$ cat src/rtl/alu_seq_pkg.sv
// Shared types and instruction field layout for the ALU sequencer.
// ALU_SEQ_SINGLE_STEP_EN adds the STEPWAIT state.
package alu_seq_pkg;

   localparam int INSTR_WIDTH = 43;

   localparam int CTL_MSB  = 42;
   localparam int CTL_LSB  = 40;
   localparam int OP_MSB   = 39;
   localparam int OP_LSB   = 32;
   localparam int S1C_MSB  = 31;
   localparam int S1C_LSB  = 30;
   localparam int S2C_MSB  = 29;
   localparam int S2C_LSB  = 28;
   localparam int DC_MSB   = 27;
   localparam int DC_LSB   = 26;
   localparam int RSVD_MSB = 25;
   localparam int RSVD_LSB = 24;
   localparam int SRC1_MSB = 23;
   localparam int SRC1_LSB = 16;
   localparam int SRC2_MSB = 15;
   localparam int SRC2_LSB = 8;
   localparam int DEST_MSB = 7;
   localparam int DEST_LSB = 0;

   localparam logic [1:0] DEST_NONE = 2'b11;

   typedef enum logic [2:0] {
      CTL_ALU  = 3'b000,
      CTL_JMP  = 3'b001,
      CTL_JZ   = 3'b010,
      CTL_JNZ  = 3'b011,
      CTL_CALL = 3'b100,
      CTL_RET  = 3'b101,
      CTL_HALT = 3'b110,
      CTL_NOP  = 3'b111
   } ctl_e;

   typedef enum logic [2:0] {
      ST_IDLE,
      ST_FETCH,
      ST_DECODE,
      ST_EXEC,
      ST_HALT
`ifdef ALU_SEQ_SINGLE_STEP_EN
      , ST_STEPWAIT
`endif
   } state_e;

   // Decoded instruction register; the reserved bits are dropped at capture.
   typedef struct packed {
      ctl_e       ctl;
      logic [7:0] op;
      logic [1:0] s1c;
      logic [1:0] s2c;
      logic [1:0] dc;
      logic [7:0] src1;
      logic [7:0] src2;
      logic [7:0] dest;
   } instr_t;

endpackage

$ cat src/rtl/alu_seq_if.sv
// Instruction-ROM and datapath bus between the sequencer (master) and the
// datapath/ROM side (slave).
interface alu_seq_if #(
   parameter int PC_WIDTH   = 6,
   parameter int IWIDTH     = 8,
   parameter int ADDR_WIDTH = 8,
   parameter int SOURCES    = 4
);
   import alu_seq_pkg::*;

   localparam int CW = $clog2(SOURCES);

   logic [PC_WIDTH-1:0]    imem_addr;
   logic [INSTR_WIDTH-1:0] imem_data;
   logic [IWIDTH-1:0]      op_code;
   logic [IWIDTH-1:0]      source1;
   logic [IWIDTH-1:0]      source2;
   logic [CW-1:0]          source1_choice;
   logic [CW-1:0]          source2_choice;
   logic [ADDR_WIDTH-1:0]  destination;
   logic [1:0]             dest_choice;
   logic                   push;
   logic                   pop;
   logic [PC_WIDTH-1:0]    instr_addr;
   logic                   zero_flag;

   modport master (
      output imem_addr, op_code, source1, source2, source1_choice,
             source2_choice, destination, dest_choice, push, pop, instr_addr,
      input  imem_data, zero_flag
   );

   modport slave (
      input  imem_addr, op_code, source1, source2, source1_choice,
             source2_choice, destination, dest_choice, push, pop, instr_addr,
      output imem_data, zero_flag
   );

endinterface

$ cat src/rtl/alu_seq_stack.sv
// Return-address LIFO for CALL/RET. Push and pop are never requested together;
// push when full and pop when empty are ignored.
module alu_seq_stack #(
   parameter int DEPTH = 4,
   parameter int WIDTH = 6
) (
   input  logic             clk,
   input  logic             rst,
   input  logic             push,
   input  logic             pop,
   input  logic             clr,
   input  logic [WIDTH-1:0] din,
   output logic [WIDTH-1:0] dout,
   output logic             full,
   output logic             empty
);

   localparam int PW = $clog2(DEPTH);
   localparam logic [PW:0] ONE = (PW+1)'(1);
   localparam logic [PW:0] CAP = (PW+1)'(DEPTH);

   logic [PW:0]      count;
   logic [PW-1:0]    wr_idx;
   logic [PW-1:0]    top_idx;
   logic [WIDTH-1:0] mem [DEPTH];

   assign full    = (count == CAP);
   assign empty   = (count == '0);
   assign wr_idx  = count[PW-1:0];
   assign top_idx = count[PW-1:0] - PW'(1);
   assign dout    = mem[top_idx];

   // Occupancy counter; clr wins so a restart always begins with an empty stack.
   always_ff @(posedge clk or negedge rst) begin
      if (!rst) begin
         count <= '0;
      end else if (clr) begin
         count <= '0;
      end else if (push && !full) begin
         count <= count + ONE;
      end else if (pop && !empty) begin
         count <= count - ONE;
      end
   end

   always_ff @(posedge clk) begin
      if (push && !full && !clr) begin
         mem[wr_idx] <= din;
      end
   end

endmodule

$ cat src/rtl/alu_seq_ctrl.sv
// Multi-cycle FETCH/DECODE/EXEC sequencer driving the ALU datapath.
// ALU_SEQ_SINGLE_STEP_EN adds the step input and a STEPWAIT state after EXEC.
module alu_seq_ctrl
   import alu_seq_pkg::*;
#(
   parameter int PC_WIDTH    = 6,
   parameter int IWIDTH      = 8,
   parameter int ADDR_WIDTH  = 8,
   parameter int SOURCES     = 4,
   parameter int STACK_DEPTH = 4
) (
   input  logic     clk,
   input  logic     rst,
   input  logic     start,
`ifdef ALU_SEQ_SINGLE_STEP_EN
   input  logic     step,
`endif
   alu_seq_if.master bus,
   output logic     busy,
   output logic     halted,
   output logic     fault
);

   localparam int CW = $clog2(SOURCES);

   state_e              state;
   state_e              state_nxt;
   state_e              after_exec;
   instr_t              ir;
   logic [PC_WIDTH-1:0] pc;
   logic [PC_WIDTH-1:0] pc_nxt;
   logic [PC_WIDTH-1:0] pc_inc;
   logic [PC_WIDTH-1:0] target;
   logic                restart;
   logic                fault_set;
   logic                stk_push;
   logic                stk_pop;
   logic                stk_full;
   logic                stk_empty;
   logic [PC_WIDTH-1:0] stk_dout;
   logic [1:0]          rsvd_unused;

   assign rsvd_unused = bus.imem_data[RSVD_MSB:RSVD_LSB];
   assign pc_inc      = pc + PC_WIDTH'(1);
   assign target      = ir.dest[PC_WIDTH-1:0];
   assign restart     = start && (state == ST_IDLE || state == ST_HALT);

`ifdef ALU_SEQ_SINGLE_STEP_EN
   assign after_exec = ST_STEPWAIT;
`else
   assign after_exec = ST_FETCH;
`endif

   alu_seq_stack #(
      .DEPTH (STACK_DEPTH),
      .WIDTH (PC_WIDTH)
   ) u_stack (
      .clk   (clk),
      .rst   (rst),
      .push  (stk_push),
      .pop   (stk_pop),
      .clr   (restart),
      .din   (pc_inc),
      .dout  (stk_dout),
      .full  (stk_full),
      .empty (stk_empty)
   );

   // State register, program counter, instruction register and sticky fault.
   always_ff @(posedge clk or negedge rst) begin
      if (!rst) begin
         state <= ST_IDLE;
         pc    <= '0;
         ir    <= '{ctl: CTL_NOP, default: '0};
         fault <= 1'b0;
      end else begin
         state <= state_nxt;
         if (restart) begin
            pc    <= '0;
            fault <= 1'b0;
         end else begin
            pc <= pc_nxt;
            if (fault_set) begin
               fault <= 1'b1;
            end
         end
         if (state == ST_DECODE) begin
            ir <= '{ctl:  ctl_e'(bus.imem_data[CTL_MSB:CTL_LSB]),
                    op:   bus.imem_data[OP_MSB:OP_LSB],
                    s1c:  bus.imem_data[S1C_MSB:S1C_LSB],
                    s2c:  bus.imem_data[S2C_MSB:S2C_LSB],
                    dc:   bus.imem_data[DC_MSB:DC_LSB],
                    src1: bus.imem_data[SRC1_MSB:SRC1_LSB],
                    src2: bus.imem_data[SRC2_MSB:SRC2_LSB],
                    dest: bus.imem_data[DEST_MSB:DEST_LSB]};
         end
      end
   end

   // Next state and next pc; stack overflow/underflow aborts into HALT.
   always_comb begin
      state_nxt = state;
      pc_nxt    = pc;
      stk_push  = 1'b0;
      stk_pop   = 1'b0;
      fault_set = 1'b0;
      unique case (state)
         ST_IDLE, ST_HALT: begin
            if (start) state_nxt = ST_FETCH;
         end
         ST_FETCH:  state_nxt = ST_DECODE;
         ST_DECODE: state_nxt = ST_EXEC;
         ST_EXEC: begin
            state_nxt = after_exec;
            unique case (ir.ctl)
               CTL_ALU, CTL_NOP: pc_nxt = pc_inc;
               CTL_JMP:          pc_nxt = target;
               CTL_JZ:           pc_nxt = bus.zero_flag ? target : pc_inc;
               CTL_JNZ:          pc_nxt = bus.zero_flag ? pc_inc : target;
               CTL_CALL: begin
                  if (stk_full) begin
                     fault_set = 1'b1;
                     state_nxt = ST_HALT;
                  end else begin
                     stk_push = 1'b1;
                     pc_nxt   = target;
                  end
               end
               CTL_RET: begin
                  if (stk_empty) begin
                     fault_set = 1'b1;
                     state_nxt = ST_HALT;
                  end else begin
                     stk_pop = 1'b1;
                     pc_nxt  = stk_dout;
                  end
               end
               CTL_HALT: state_nxt = ST_HALT;
            endcase
         end
`ifdef ALU_SEQ_SINGLE_STEP_EN
         ST_STEPWAIT: begin
            if (step) state_nxt = ST_FETCH;
         end
`endif
         default: state_nxt = ST_IDLE;
      endcase
   end

   assign bus.imem_addr      = pc;
   assign bus.op_code        = IWIDTH'(ir.op);
   assign bus.source1        = IWIDTH'(ir.src1);
   assign bus.source2        = IWIDTH'(ir.src2);
   assign bus.source1_choice = CW'(ir.s1c);
   assign bus.source2_choice = CW'(ir.s2c);
   assign bus.destination    = ADDR_WIDTH'(ir.dest);
   assign bus.dest_choice    = (state == ST_EXEC && ir.ctl == CTL_ALU) ? ir.dc : DEST_NONE;
   assign bus.push           = stk_push;
   assign bus.pop            = stk_pop;
   assign bus.instr_addr     = stk_push ? pc_inc : pc;

   assign halted = (state == ST_HALT);
`ifdef ALU_SEQ_SINGLE_STEP_EN
   assign busy = (state == ST_FETCH) || (state == ST_DECODE) ||
                 (state == ST_EXEC)  || (state == ST_STEPWAIT);
`else
   assign busy = (state == ST_FETCH) || (state == ST_DECODE) || (state == ST_EXEC);
`endif

endmodule

$ cat src/flat_wrapper.sv
// flat-port wrapper written by rule: the top's interface ports become plain ports
module alu_seq_ctrl_flat import alu_seq_pkg::*;
#(
   parameter int PC_WIDTH    = 6,
   parameter int IWIDTH      = 8,
   parameter int ADDR_WIDTH  = 8,
   parameter int SOURCES     = 4,
   parameter int STACK_DEPTH = 4
)
  (clk, rst, start, busy, halted, fault, bus_imem_addr, bus_op_code, bus_source1, bus_source2, bus_source1_choice, bus_source2_choice, bus_destination, bus_dest_choice, bus_push, bus_pop, bus_instr_addr, bus_imem_data, bus_zero_flag);
  alu_seq_if #(.PC_WIDTH(PC_WIDTH), .IWIDTH(IWIDTH), .ADDR_WIDTH(ADDR_WIDTH), .SOURCES(SOURCES)) bus_i ();
  input  logic clk;
  input  logic rst;
  input  logic start;
  output logic busy;
  output logic halted;
  output logic fault;
  output wire logic [$bits(bus_i.imem_addr)-1:0] bus_imem_addr;
  output wire logic [$bits(bus_i.op_code)-1:0] bus_op_code;
  output wire logic [$bits(bus_i.source1)-1:0] bus_source1;
  output wire logic [$bits(bus_i.source2)-1:0] bus_source2;
  output wire logic [$bits(bus_i.source1_choice)-1:0] bus_source1_choice;
  output wire logic [$bits(bus_i.source2_choice)-1:0] bus_source2_choice;
  output wire logic [$bits(bus_i.destination)-1:0] bus_destination;
  output wire logic [$bits(bus_i.dest_choice)-1:0] bus_dest_choice;
  output wire logic [$bits(bus_i.push)-1:0] bus_push;
  output wire logic [$bits(bus_i.pop)-1:0] bus_pop;
  output wire logic [$bits(bus_i.instr_addr)-1:0] bus_instr_addr;
  input wire logic [$bits(bus_i.imem_data)-1:0] bus_imem_data;
  input wire logic [$bits(bus_i.zero_flag)-1:0] bus_zero_flag;
  assign bus_imem_addr = bus_i.imem_addr;
  assign bus_op_code = bus_i.op_code;
  assign bus_source1 = bus_i.source1;
  assign bus_source2 = bus_i.source2;
  assign bus_source1_choice = bus_i.source1_choice;
  assign bus_source2_choice = bus_i.source2_choice;
  assign bus_destination = bus_i.destination;
  assign bus_dest_choice = bus_i.dest_choice;
  assign bus_push = bus_i.push;
  assign bus_pop = bus_i.pop;
  assign bus_instr_addr = bus_i.instr_addr;
  assign bus_i.imem_data = bus_imem_data;
  assign bus_i.zero_flag = bus_zero_flag;
  alu_seq_ctrl #(.PC_WIDTH(PC_WIDTH), .IWIDTH(IWIDTH), .ADDR_WIDTH(ADDR_WIDTH), .SOURCES(SOURCES), .STACK_DEPTH(STACK_DEPTH)) u_core (.clk(clk), .rst(rst), .start(start), .bus(bus_i), .busy(busy), .halted(halted), .fault(fault));
endmodule
$ cat config.mk
export PLATFORM = sky130hd
export DESIGN_NAME = alu_seq_ctrl_flat
export DESIGN_NICKNAME = d
export VERILOG_FILES = /design/src/rtl/alu_seq_pkg.sv /design/src/rtl/alu_seq_if.sv /design/src/rtl/alu_seq_stack.sv /design/src/rtl/alu_seq_ctrl.sv /design/src/flat_wrapper.sv
export SDC_FILE = /design/constraint.sdc
export NUM_CORES = 1
export LEC_CHECK = 0
export BUFFER_PORTS_ARGS = -buffer_cell sky130_fd_sc_hd__buf_2
export CELL_PAD_IN_SITES_DETAIL_PLACEMENT = 2
export CELL_PAD_IN_SITES_GLOBAL_PLACEMENT = 2
export CORE_MARGIN = 2
export CORE_UTILIZATION = 30
export DETAILED_ROUTE_END_ITERATION = 8
export PLACE_DENSITY = 0.8
export SETUP_SLACK_MARGIN = 0.02
export SYNTH_ARGS = -nofsm -noshare
export SYNTH_HDL_FRONTEND = slang
export SYNTH_SLANG_ARGS = --single-unit
$ cat constraint.sdc
create_clock -name clk -period 5.3 [get_ports clk]
set_input_delay 0.795 -clock clk [delete_from_list [all_inputs] [get_ports clk]]
set_output_delay 0.795 -clock clk [all_outputs]
set_load 0.01 [all_outputs]
; After elaboration in Yosys (flattened, before gate mapping)
; Memories as Yosys holds them, arrays and structs flattened.
; Cells that the tools add are included.
[op_classes]
n_shift = 0
n_eq_ne = 15
n_reduce_logical = 21
magnitude_cmp = 0
multipliers = 0
addsub = 4
bitwise = 0
muxes = 31
n_div = 0
[op_table]
columns = op, n
row1 = 6-bit 2-to-1 mux, 7
row2 = 6-bit one-hot mux with 6 select lines, 1
row3 = "3-bit equality test, second input constant", 6
row4 = 3-bit 2-to-1 mux, 6
row5 = 1-bit 2-to-1 mux, 13
row6 = "3-bit by 2-bit equality test with 1-bit output, second input constant", 4
row7 = 3-bit one-hot mux with 4 select lines, 1
row8 = 3-bit logical NOT, 3
row9 = 3-bit one-hot mux with 3 select lines, 1
row10 = 7-bit nonzero test, 1
row11 = "6-bit by 1-bit adder with 6-bit output, second input constant", 1
row12 = "3-bit by 1-bit equality test with 1-bit output, second input constant", 2
row13 = "3-bit inequality test, second input constant", 2
row14 = 1-bit logical AND, 5
row15 = 4-bit AND reduction, 1
row16 = 2-bit nonzero test, 2
row17 = 2-bit OR reduction, 2
row18 = "3-bit by 1-bit adder with 3-bit output, second input constant", 1
row19 = 1-bit logical NOT, 3
row20 = 1-bit logical OR, 3
row21 = 3-bit nonzero test, 1
row22 = "3-bit by 1-bit subtractor with 3-bit output, second input constant", 1
row23 = 2-bit 2-to-1 mux, 1
row24 = "2-bit inequality test, second input constant", 1
row25 = other kinds (2), 2
[word_totals]
memories = 1
latch_bits = 0
in_bits = 47
ramBits = 24
romBits = 0
regBits = 54
elab_cells = 84
output_inout_bits = 55
[memory_table]
columns = name, depth, width, rd, rd_clocked_by_memory_dff, write_ports, line
row1 = u_core.u_stack.mem, 4, 6, 1, 0, 1, alu_seq_stack.sv:25  ; logic [WIDTH-1:0] mem [DEPTH];

; Longest topological paths before layout
[depth]
depth_word = 8
depth_mapped = 13
mapped_depth_nobuf = 10

; By module
; A second synthesis with hierarchy kept.
[hier_totals]
cells_unflattened = 303
area_unflattened_um2 = 3962.6
[by_module_without_submodules]
columns = mod, area_per_inst_um2, cells_per_inst, instances
row1 = alu_seq_ctrl, 2742.6, 233, 1
row2 = alu_seq_stack, 1219.9, 70, 1

; Worst setup path after synthesis
; No wires, ideal clock.
[synth_timing]
kind = reg2out
from = register u_core.u_stack.count[0]
to = output bus_instr_addr[4]
stages_incl_launch_ff = 10
setup_slack_ns = 2.762
required_time_ns = 4.505
path_buffers = 3
arrival_time_ns = 1.743
cell_sequence = dfrtp_1 > buf_6 > inv_1 > ha_1 > a21oi_1 > and3_1 > buf_4 > buf_6 > nand4_1 > xnor2_1
[synth_via]
elab_chain_len = 5
[synth_rtl]
columns = item, line
row1 = start: declaration, alu_seq_stack.sv:22  ; logic [PW:0] count;
row2 = start signal: assignment, alu_seq_stack.sv:40  ; count <= count + ONE;
row3 = start signal: assignment, alu_seq_stack.sv:42  ; count <= count - ONE;
row4 = 3-bit equality test, alu_seq_stack.sv:27  ; assign full = (count == CAP);
row5 = 1-bit 2-to-1 mux, alu_seq_ctrl.sv:121  ; if (stk_full) begin
row6 = 1-bit 2-to-1 mux, alu_seq_ctrl.sv:115  ; unique case (ir.ctl)
row7 = 1-bit 2-to-1 mux, alu_seq_ctrl.sv:107  ; unique case (state)
row8 = net bus_push, flat_wrapper.sv:26  ; output wire logic [$bits(bus_i.push)-1:0] bus_push;
row9 = 6-bit 2-to-1 mux, alu_seq_ctrl.sv:160  ; assign bus.instr_addr = stk_push ? pc_inc : pc;
row10 = end: declaration, flat_wrapper.sv:28  ; output wire logic [$bits(bus_i.instr_addr)-1:0] bus_instr_addr;
; The timed path passes the listed nets, and every way through them passes these cells.

; Worst setup path after layout
[layout_timing]
from = register u_core.ir[40] (netlist bit)
to = output bus_instr_addr[1]
[layout_via]
elab_chain_len = 4
[layout_rtl]
columns = item, line
row1 = start: declaration, alu_seq_ctrl.sv:29  ; instr_t ir;
row2 = start signal: assignment, alu_seq_ctrl.sv:88  ; ir <= '{ctl: ctl_e'(bus.imem_data[CTL_MSB:CTL_LSB]),
row3 = 3-bit equality test, alu_seq_ctrl.sv:115
row4 = 1-bit 2-to-1 mux, alu_seq_ctrl.sv:115
row5 = 1-bit 2-to-1 mux, alu_seq_ctrl.sv:107
row6 = 6-bit 2-to-1 mux, alu_seq_ctrl.sv:160
; No other way between the ends.

==> impl_results.md <==
* Max-slew headroom at 47.9%
* Die area at roughly 14000 sq um
* Pre-CTS setup slack at 2040 ps
* Syn nets at between 300 and 400
* Drt first pass iters at 4
* TritonCTS Buffers at 9
* Setup WS post-layout at 1710 ps
* Origin of the critical flop-to-flop path: u_core.ir[40]$_DFFE_PN1P_
* Final setup fails at 0
* Vias in the first global route at 3012
* Most numerous cell in the Yosys netlist: dfrtp_1
* Clk_lat worst skew at ~340 ps
* Max VDD drop at around 190 uV
* Yosys reg bits at 78
* Layout cell share with drive strength beyond 1 at between 40% and 50%
* Grt ovf at 0
* Syn_area_per_cell at 12.4 sq um
* Power density over cell area at about 630 nW/um^2
* HP Class: flip-flop to flip-flop
* Mapped Cells at ~320
* Placer Congestion at approximately 0.73
* Final net count at approximately 430
* WHS Path Cells at 1
* Count of different cell masters after synthesis at 53
* Site row count at between 40 and 50
* # IOs at around 100
* Post-route minimum period at roughly 3600 ps
* Sum of negative setup slack at 0 ps
* CTS tree: yes
* All-Layer GR Usage at ~15%
* Initial core utilization at a little under a third
* Comb pwr share at between 40% and 50%
* Seq pwr share at between 30% and 40%
* Top cells by area, synth: dfrtp_1 (32%), edfxtp_1 (18%), mux2_2 (10%), buf_4 (7.9%), mux4_2 (3.4%)
* CP Class: flip-flop to output pin
* Post-CTS Setup Inserts at 0
* Fillers at around 1400
* Worst-case clock buffer depth at 2
* Largest net degree at the start of global routing at 55
* Post-CTS sizing at 0
* Slew Viols, Final at 0
* Synthesized cell area at 4010 sq um
* H-tree levels at 3
* Port bufs at 99
* Number of hold violations in the final report at 0
* Syn. warnings at 0
* Worst R2R End: u_core.u_stack.count[2]$_DFFE_PN0P_
* Worst Max-Slew Pin Slew at just under 800 ps
* HPWL after DPL at 7.51 mm
* Sequential cell area at a little over 2000 sq um
* Vias/cell at 4.86
* Hold WS at slightly below 500 ps
* Clock share of power at 20.2%
* Predominant post-synthesis flop cell: dfrtp_1
* Internal power at 1800 uW
* Share of the synthesized area in the top cell type at 31.8%
* Total wire length at roughly 10 mm
* Area added between synthesis and finish at 15.6%
* Final Util at around a third
* Worst Skew at ~10 ps
* R2R Setup Slk at ~2500 ps
* Maxcap violations at 0
* Clk root buf: clkbuf_16
* Worst Hold End: u_core.bus.source2[7]$_DFFE_PN0P_
* Sw power at approximately 1100 uW
* Worst Path Required at about 4500 ps
* P_leak at roughly 0.0020 uW
* Area of the multi-input gates at about 1500 sq um
* Initial antenna violation count at 0
* R2r worst-path depth at 8
* First-iteration detailed-routing DRC count at 136
* RSZ-0062 raised after global routing: no
* Type of origin of the critical path: flip-flop
* Vias at approximately 2700
* Final non-filler cell total at 561
* Core Box Area at around 13000 sq um
* DRC Markers at 0
* WL/cell at about 18 um
* Cts hold-fix bufs at 0
* Fmax at 279 MHz
* Sw Share at about two fifths
* Outcome: finished clean
* Post-synth EDFFs at 24
* Register area share after synthesis at between 50 and 60%
* Die Ht at approximately 120 um
* CTS clk-pin slew, worst paths at around 60 ps
* CP Capture Type: output pin
* Largest area contributor in the netlist: dfrtp_1
* Top cells by count, synth: dfrtp_1 (51), buf_4 (42), mux2_2 (37), edfxtp_1 (24), nand2_1 (18)
* Critical path arrival at 2790 ps
* Crit Path Max Fanout at 13
* Post-route antenna net violation count at 0
* Cells after DPL at ~550
* Final Cycle Share at ~68%
* # diodes at 0
* Asr flop ratio synth at 69.2%
* Clock sinks at between 70 and 80
* Die W at between 100 and 150 um
* First-pass GRT wire length at 16.8 mm
* Min-delay src: u_core.bus.source2[7]$_DFFE_PN0P_
placed cells by master (no fill, tap or decap), types with 2 or more instances in the layout:
| master | n |
|---|---|
| xor2_1 | 4 |
| o21ai_0 | 10 |
| dfstp_2 | 3 |
| a32oi_1 | 2 |
| nor2_1 | 11 |
| mux2_2 | 37 |
| o21ai_1 | 5 |
| inv_4 | 2 |
| nand3b_1 | 2 |
| a21oi_1 | 7 |
| mux2_1 | 2 |
| inv_1 | 7 |
| nand3_1 | 15 |
| o32ai_1 | 2 |
| dfrtp_1 | 51 |
| and3_1 | 4 |
| buf_4 | 2 |
| nand4_1 | 2 |
| edfxtp_1 | 24 |
| nor2b_1 | 3 |
| ha_1 | 6 |
| clkbuf_16 | 9 |
| mux4_2 | 6 |
| xnor2_1 | 8 |
| a22oi_1 | 2 |
| nand2_1 | 18 |
| or3_1 | 3 |
| buf_2 | 99 |
| clkinv_2 | 2 |
| mux2i_1 | 3 |
| a22o_1 | 4 |
| clkbuf_8 | 3 |
| a221oi_1 | 2 |
| and2_1 | 4 |
| a221oi_2 | 2 |
critical path, stage by stage (launching register included):
cell	delay [ps]
dfstp_2	680
nor2b_1	600
and3_1	640
mux2_2	390
buf_2	130
worst max path at each step:
| stage | start | end | slack (ps) | cells past startpoint |
|---|---|---|---|---|
| finish | u_core.ir[40]$_DFFE_PN1P_ | bus_instr_addr[1] | 1710 | 4 |
| global placement | u_core.u_stack.count[0]$_DFFE_PN0P_ | bus_instr_addr[1] | 2100 | 6 |
| global route | u_core.u_stack.count[0]$_DFFE_PN0P_ | bus_instr_addr[4] | 1450 | 7 |
| floorplan | u_core.u_stack.count[0]$_DFFE_PN0P_ | bus_instr_addr[4] | 2760 | 9 |
| detailed placement | u_core.u_stack.count[0]$_DFFE_PN0P_ | bus_instr_addr[5] | 2040 | 7 |
| CTS | u_core.u_stack.count[0]$_DFFE_PN0P_ | bus_instr_addr[5] | 1670 | 7 |
state kept, by name (all words and copies together), names as in the netlist:
register	cells
u_core.bus.source2	8
u_core.bus.op_code	8
u_core.u_stack.count	3
u_core.bus.source1	8
u_core.fault	1
u_core.bus.destination	8
u_core.u_stack.mem	24
u_core.ir	5
u_core.bus.source2_choice	2
u_core.bus.source1_choice	2
u_core.state	3
u_core.bus.imem_addr	6
power groups by stage:
stage / logic, uW / registers [uW] / clock network (uW)
after detailed placement: 1220 / 1120 / 0
after CTS: 1230 / 1110 / 605
after global placement: 1160 / 1100 / 0
after global routing: 1320 / 1150 / 623
after floorplan: 1110 / 985 / 0
final: 1210 / 1110 / 587
cells by family after synthesis:
kind of cell               synth area share, %
buffers and inverters                     10.8
AOI/OAI and AO/OA                         8.42
DFF                                       51.7
and+or+nand+nor                           8.73
xor gates and xnor gates                  3.43
muxes                                     15.1
adders and majority gates                 1.87
cell type report:
type / count / share of cell area [%]
multi-input combinational: 181 / 32.6
clock inverter: 3 / 0.350
clock buffer: 13 / 5.82
sequential: 78 / 44.7
timing repair buffer: 101 / 11.0
inverter: 9 / 0.782
tap: 176 / 4.75
per-layer routing:
layer  track usage [%]  part of all wire (%)
met4              6.10                   2.1
met5                 0                     0
met3              3.47                   4.2
met2              25.8                    52
met1              19.0                    42
per-stage QoR:
step	power (uW)	area, sq um
after CTS	2950	4640
after global routing	3100	4640
after global placement	2260	4350
after floorplan	2100	4010
final	2900	4640
after detailed placement	2340	4350
Power figures use the tool's default switching activity.
